===== src/rtl/posit_pkg.sv =====
// Shared constants and types for the 64-bit, es=4 posit encoder pipeline.
package posit_pkg;

  localparam int N      = 64;
  localparam int ES     = 4;
  localparam int FRAC_W = 57;
  localparam int K_W    = 7;
  localparam int BODY_W = N - 1;
  localparam int SH_W   = 6;
  localparam int STAGES = 3;

  localparam logic [N-1:0] MAXPOS = 64'h7FFF_FFFF_FFFF_FFFF;
  localparam logic [N-1:0] MINPOS = 64'h0000_0000_0000_0001;
  localparam logic [N-1:0] NAR    = 64'h8000_0000_0000_0000;

  // Regime values whose pattern no longer fits in the body.
  localparam logic signed [K_W-1:0] K_SAT_HI = 7'sd62;
  localparam logic signed [K_W-1:0] K_SAT_LO = -7'sd63;

  typedef enum logic [2:0] {
    SP_NONE,
    SP_ZERO,
    SP_NAR,
    SP_MAXPOS,
    SP_MINPOS
  } special_e;

endpackage


===== src/rtl/right_shifter.sv =====
// Logical right shifter for the posit body; also reports the first shifted-out
// bit (guard) and the OR of all later shifted-out bits (sticky).
module right_shifter
  import posit_pkg::*;
#(
  parameter int DATA_W = BODY_W,
  parameter int AMT_W  = SH_W
) (
  input  logic [DATA_W-1:0] data,
  input  logic [AMT_W-1:0]  amt,
  output logic [DATA_W-1:0] shifted,
  output logic              guard,
  output logic              sticky
);

  logic [2*DATA_W-1:0] wide;

  always_comb begin
    wide    = {data, {DATA_W{1'b0}}} >> amt;
    shifted = wide[2*DATA_W-1:DATA_W];
    guard   = wide[DATA_W-1];
    sticky  = |wide[DATA_W-2:0];
  end

endmodule


===== src/rtl/posit_encoder_pipe.sv =====
// Three-stage posit<64,4> encoder: regime build, right shift, round/negate.
// Define POSIT_ENC_ROUND_EN for round-to-nearest-even; default build truncates.
module posit_encoder_pipe
  import posit_pkg::*;
(
  input  logic                  clk,
  input  logic                  rst,
  input  logic                  in_valid,
  output logic                  in_ready,
  input  logic                  in_sign,
  input  logic signed [K_W-1:0] in_k,
  input  logic [ES-1:0]         in_expo,
  input  logic [FRAC_W-1:0]     in_frac,
  input  logic                  in_zero,
  input  logic                  in_nar,
  output logic                  out_valid,
  input  logic                  out_ready,
  output logic [N-1:0]          out_posit
);

`ifdef POSIT_ENC_ROUND_EN
  // Round-to-nearest-even; a carry out of the body clamps to maxpos.
  function automatic logic [BODY_W-1:0] round_rne(input logic [BODY_W-1:0] body,
                                                  input logic guard,
                                                  input logic sticky);
    logic [BODY_W:0] sum;
    sum = {1'b0, body} + {{BODY_W{1'b0}}, guard & (sticky | body[0])};
    return sum[BODY_W] ? MAXPOS[BODY_W-1:0] : sum[BODY_W-1:0];
  endfunction
`endif

  function automatic logic [N-1:0] apply_sign(input logic sign, input logic [N-1:0] mag);
    return sign ? -mag : mag;
  endfunction

  logic en;
  assign en       = !out_valid || out_ready;
  assign in_ready = en;

  // ---- S1: regime build -------------------------------------------------
  // Seed is "10" (k>=0) or "01" (k<0) ahead of expo/frac; shifting it right
  // by k (ones fill) or -k-1 (zeros fill) yields the full regime run.
  special_e            sp_s1;
  logic                vld_p0;
  logic [BODY_W-1:0]   seed_p0;
  logic [SH_W-1:0]     amt_p0;
  logic                fill_p0;
  logic                sign_p0;
  special_e            sp_p0;

  always_comb begin
    sp_s1 = SP_NONE;
    if (in_nar)                sp_s1 = SP_NAR;
    else if (in_zero)          sp_s1 = SP_ZERO;
    else if (in_k >= K_SAT_HI) sp_s1 = SP_MAXPOS;
    else if (in_k <= K_SAT_LO) sp_s1 = SP_MINPOS;
  end

  always_ff @(posedge clk) begin
    if (rst)     vld_p0 <= 1'b0;
    else if (en) vld_p0 <= in_valid;
  end

  always_ff @(posedge clk) begin
    if (en) begin
      seed_p0 <= {~in_k[K_W-1], in_k[K_W-1], in_expo, in_frac};
      amt_p0  <= in_k[K_W-1] ? ~in_k[SH_W-1:0] : in_k[SH_W-1:0];
      fill_p0 <= ~in_k[K_W-1];
      sign_p0 <= in_sign;
      sp_p0   <= sp_s1;
    end
  end

  // ---- S2: right shift --------------------------------------------------
  logic [BODY_W-1:0] shifted_s2;
  logic [BODY_W-1:0] fill_mask_s2;
  logic              guard_s2;
  logic              sticky_s2;
  logic              vld_p1;
  logic [BODY_W-1:0] body_p1;
  logic              guard_p1;
  logic              sticky_p1;
  logic              sign_p1;
  special_e          sp_p1;

  right_shifter #(.DATA_W(BODY_W), .AMT_W(SH_W)) u_shift (
    .data    (seed_p0),
    .amt     (amt_p0),
    .shifted (shifted_s2),
    .guard   (guard_s2),
    .sticky  (sticky_s2)
  );

  assign fill_mask_s2 = fill_p0 ? ~({BODY_W{1'b1}} >> amt_p0) : '0;

  always_ff @(posedge clk) begin
    if (rst)     vld_p1 <= 1'b0;
    else if (en) vld_p1 <= vld_p0;
  end

  always_ff @(posedge clk) begin
    if (en) begin
      body_p1   <= shifted_s2 | fill_mask_s2;
      guard_p1  <= guard_s2;
      sticky_p1 <= sticky_s2;
      sign_p1   <= sign_p0;
      sp_p1     <= sp_p0;
    end
  end

  // ---- S3: round and negate ---------------------------------------------
  logic [BODY_W-1:0] rounded_s3;
  logic [N-1:0]      mag_s3;
  logic [N-1:0]      posit_s3;
  logic              vld_p2;
  logic [N-1:0]      posit_p2;

`ifdef POSIT_ENC_ROUND_EN
  assign rounded_s3 = round_rne(body_p1, guard_p1, sticky_p1);
`else
  logic unused_rnd;
  assign rounded_s3 = body_p1;
  assign unused_rnd = guard_p1 ^ sticky_p1;
`endif

  always_comb begin
    mag_s3 = {1'b0, rounded_s3};
    if (sp_p1 == SP_MAXPOS)      mag_s3 = MAXPOS;
    else if (sp_p1 == SP_MINPOS) mag_s3 = MINPOS;
    posit_s3 = apply_sign(sign_p1, mag_s3);
    if (sp_p1 == SP_ZERO)        posit_s3 = '0;
    else if (sp_p1 == SP_NAR)    posit_s3 = NAR;
  end

  always_ff @(posedge clk) begin
    if (rst) begin
      vld_p2   <= 1'b0;
      posit_p2 <= '0;
    end else if (en) begin
      vld_p2   <= vld_p1;
      posit_p2 <= posit_s3;
    end
  end

  assign out_valid = vld_p2;
  assign out_posit = posit_p2;

endmodule


===== config.mk =====
export PLATFORM = sky130hd
export DESIGN_NAME = posit_encoder_pipe
export DESIGN_NICKNAME = d
export VERILOG_FILES = /design/src/rtl/posit_pkg.sv /design/src/rtl/right_shifter.sv /design/src/rtl/posit_encoder_pipe.sv
export SDC_FILE = /design/constraint.sdc
export NUM_CORES = 1
export LEC_CHECK = 0
export BUFFER_PORTS_ARGS = -buffer_cell sky130_fd_sc_hd__buf_2
export CAP_MARGIN = 20
export CORE_ASPECT_RATIO = 1.1
export CORE_MARGIN = 2
export CORE_UTILIZATION = 55
export DETAILED_ROUTE_END_ITERATION = 12
export PLACE_DENSITY = 0.72
export SKIP_CTS_REPAIR_TIMING = 1
export SYNTH_ARGS = -nofsm -noshare
export SYNTH_HDL_FRONTEND = slang
export SYNTH_HIERARCHICAL = 1
export SYNTH_SLANG_ARGS = --single-unit

===== constraint.sdc =====
create_clock -name clk -period 6.45 [get_ports clk]
set_clock_uncertainty 0.15 [all_clocks]
set_input_delay 0.645 -clock clk [delete_from_list [all_inputs] [get_ports clk]]
set_output_delay 0.645 -clock clk [all_outputs]
set_load 0.03 [all_outputs]

==> results.md <==
* Status: complete, no violations
* Met2 usage in global routing at 50.8%
* Crit path max fanout at 23
* Post-synthesis area per instance at 9.65 µm²
* Commonest non-fill, non-tap cell in the layout: nor2_1
* Top-level port count at 141
* Die Y at 172 µm
* Met1 Track Usage GR at 39.0%
* P_int at 3.06 mW
* Nets at 1604
* Layer with the highest usage: met2
* # rows at 61
* TNS Setup at 0 ns
* Worst Path Buf+Inv at 3
* Die area at 26900 µm²
* CP endpoint kind: flip-flop
* Cell Area, Synth at 14100 µm²
* Mapped Nets at 1538
* Met3 Use GR at 3.33%
* Reg2reg setup slack at 1.90 ns
* Maximum vdd ir drop at 242 µV
* Synth warnings at 6
* Worst EP arrival at 4.82 ns
* Crit path capture: out_posit[52]
* RSZ-0062 raised after global routing: false
* Critical setup path kind: flip-flop to flip-flop
* Max_cap viols at 0
* Routed vias at 11900
* Post-DRT Antenna Nets at 0
* Routed WL at 40900 µm
* Routability congestion estimate at 0.969
* Via density at 6.42
* Worst reg2reg path startpoint: sp_p1[2]
* Sequential share of power at 39.1%
* Worst path max stage delay at 0.65 ns
* Htree depth at 1
* Slew at the pin closest to its max-slew limit at 0.974 ns
* Fill cell count at 2228
* # DRC at 0
* Reg2reg path depth at 13
* Overflow after GRT at 0
* CTS tree: built
* Critical path's top delay family: simple AND/OR/NAND/NOR gates
* Crit-path cells: buf_4 > inv_1 > nor2_1 > buf_4 > nor3_1 > ha_1 > and2_1 > a32oi_1 > a211o_4 > nand3b_1 > nor3_1 > a21oi_1 > o311ai_1
* HP Class: primary input to flip-flop
* Slew HR at 35.1%
* Fin crit share at 70.5%
* Vias in the first global route at 10900
* Required @ worst endpoint at 6.72 ns
* Fin. Hold Viols at 0
* First-pass GRT wire length at 62700 µm
* Final slew viol count at 0
* Setup Viol. Count Final at 0
* Post-Syn Instances at 1459
* RR Endpoint: out_posit[52]
* CTS Buf Count at 22
* Initial antenna violation count at 0
* GRT Total Usage at 30.2%
* Max Freq at 220 MHz
* DR WL/cell at 22.0 µm
* Inserted Diodes at 0
* Post-layout util at 61.9%
* Die width at 157 µm
* Starting Density at 55.9%
* Tmin final at 4.55 ns
* Largest net degree at the start of global routing at 80
* DP HPWL at 30400 µm
* DR iter-0 viols at 901
* CP startpoint: sp_p1[2]
* Commonest non-fill, non-tap cells in the layout: nor2_1 (169), nand2_1 (151), edfxtp_1 (140), buf_2 (140), o21ai_0 (132)
* Num Clock Sinks at 207
* Clock transition at path regs at 0.06 ns
* Drt pass-1 iters at 5
* Share of cells above drive strength 1 at 21.2%
* Area Overhead vs Synth at 10.8%
* Power per cell area at 305 nW/µm²
* Leakage Power at 5.92 nW
* Slowest cell on crit path: nor3_1
* Worst Setup Start Kind: flip-flop
* Worst-Skew Late Latency at 0.53 ns
* Clock root cell: clkbuf_16
* Switching power total at 1.70 mW
* Sw frac at 35.7%
* Logic pwr share at 34.2%
* Area of the core at 25200 µm²
* Max clock buf depth at 3
* WP depth at 13
* Buffers on Ports at 140
* Clock power share at 26.7%
==> final cells by class <==
type,count,area (µm²),area share (%)
Clock buffer,28,594,3.81
Clock inverter,12,130,0.834
Inverter,14,57.6,0.369
Multi-Input combinational cell,1117,7990,51.2
Sequential cell,207,5550,35.6
Tap cell,315,394,2.53
Timing Repair Buffer,163,886,5.68
==> worst min path at each step <==
stage	start	to	slack, ns	depth (start not counted)
2_1_floorplan	sign_p0	sign_p1	0.25	0
3_3_place_gp	sign_p0	sign_p1	0.25	0
3_5_place_dp	sign_p0	sign_p1	0.26	0
4_1_cts	in_frac[2]	seed_p0[2]	0.13	1
5_1_grt	in_expo[2]	seed_p0[59]	0.13	1
6_report	in_frac[2]	seed_p0[2]	0.15	1
==> per-stage QoR <==
step	area [µm²]	setup WS, ns	hold slack, ns	total power [mW]	instances
global placement	14900	2.20	0.252	3.47	1816
floorplan	14100	1.22	0.250	2.99	1459
finish	15600	1.90	0.147	4.75	1856
CTS	15600	2.00	0.126	4.75	1856
detailed placement	14900	2.04	0.256	3.48	1816
global route	15600	1.64	0.132	4.98	1856
==> layer usage <==
metal  wire length, µm  up-vias
li1                  -     5641
met1             16600     5647
met4              2140        0
met2             19700      514
met5                 0        -
met3              2400      108
==> power groups by stage <==
stage	clock, mW	combinational, mW	sequential (mW)
finish	1.27	1.63	1.86
global route	1.34	1.75	1.89
CTS	1.29	1.61	1.85
detailed placement	0	1.60	1.88
global placement	0	1.59	1.88
floorplan	0	1.06	1.93
==> flip-flops by register name, summed over array words and instances, names as in the netlist <==
signal / flops
sign_p1: 1
out_valid: 1
vld_p0: 1
amt_p0: 6
sp_p1: 3
sp_p0: 3
vld_p1: 1
sign_p0: 1
seed_p0: 63
out_posit: 64
body_p1: 63
Power figures use the tool's default switching activity.
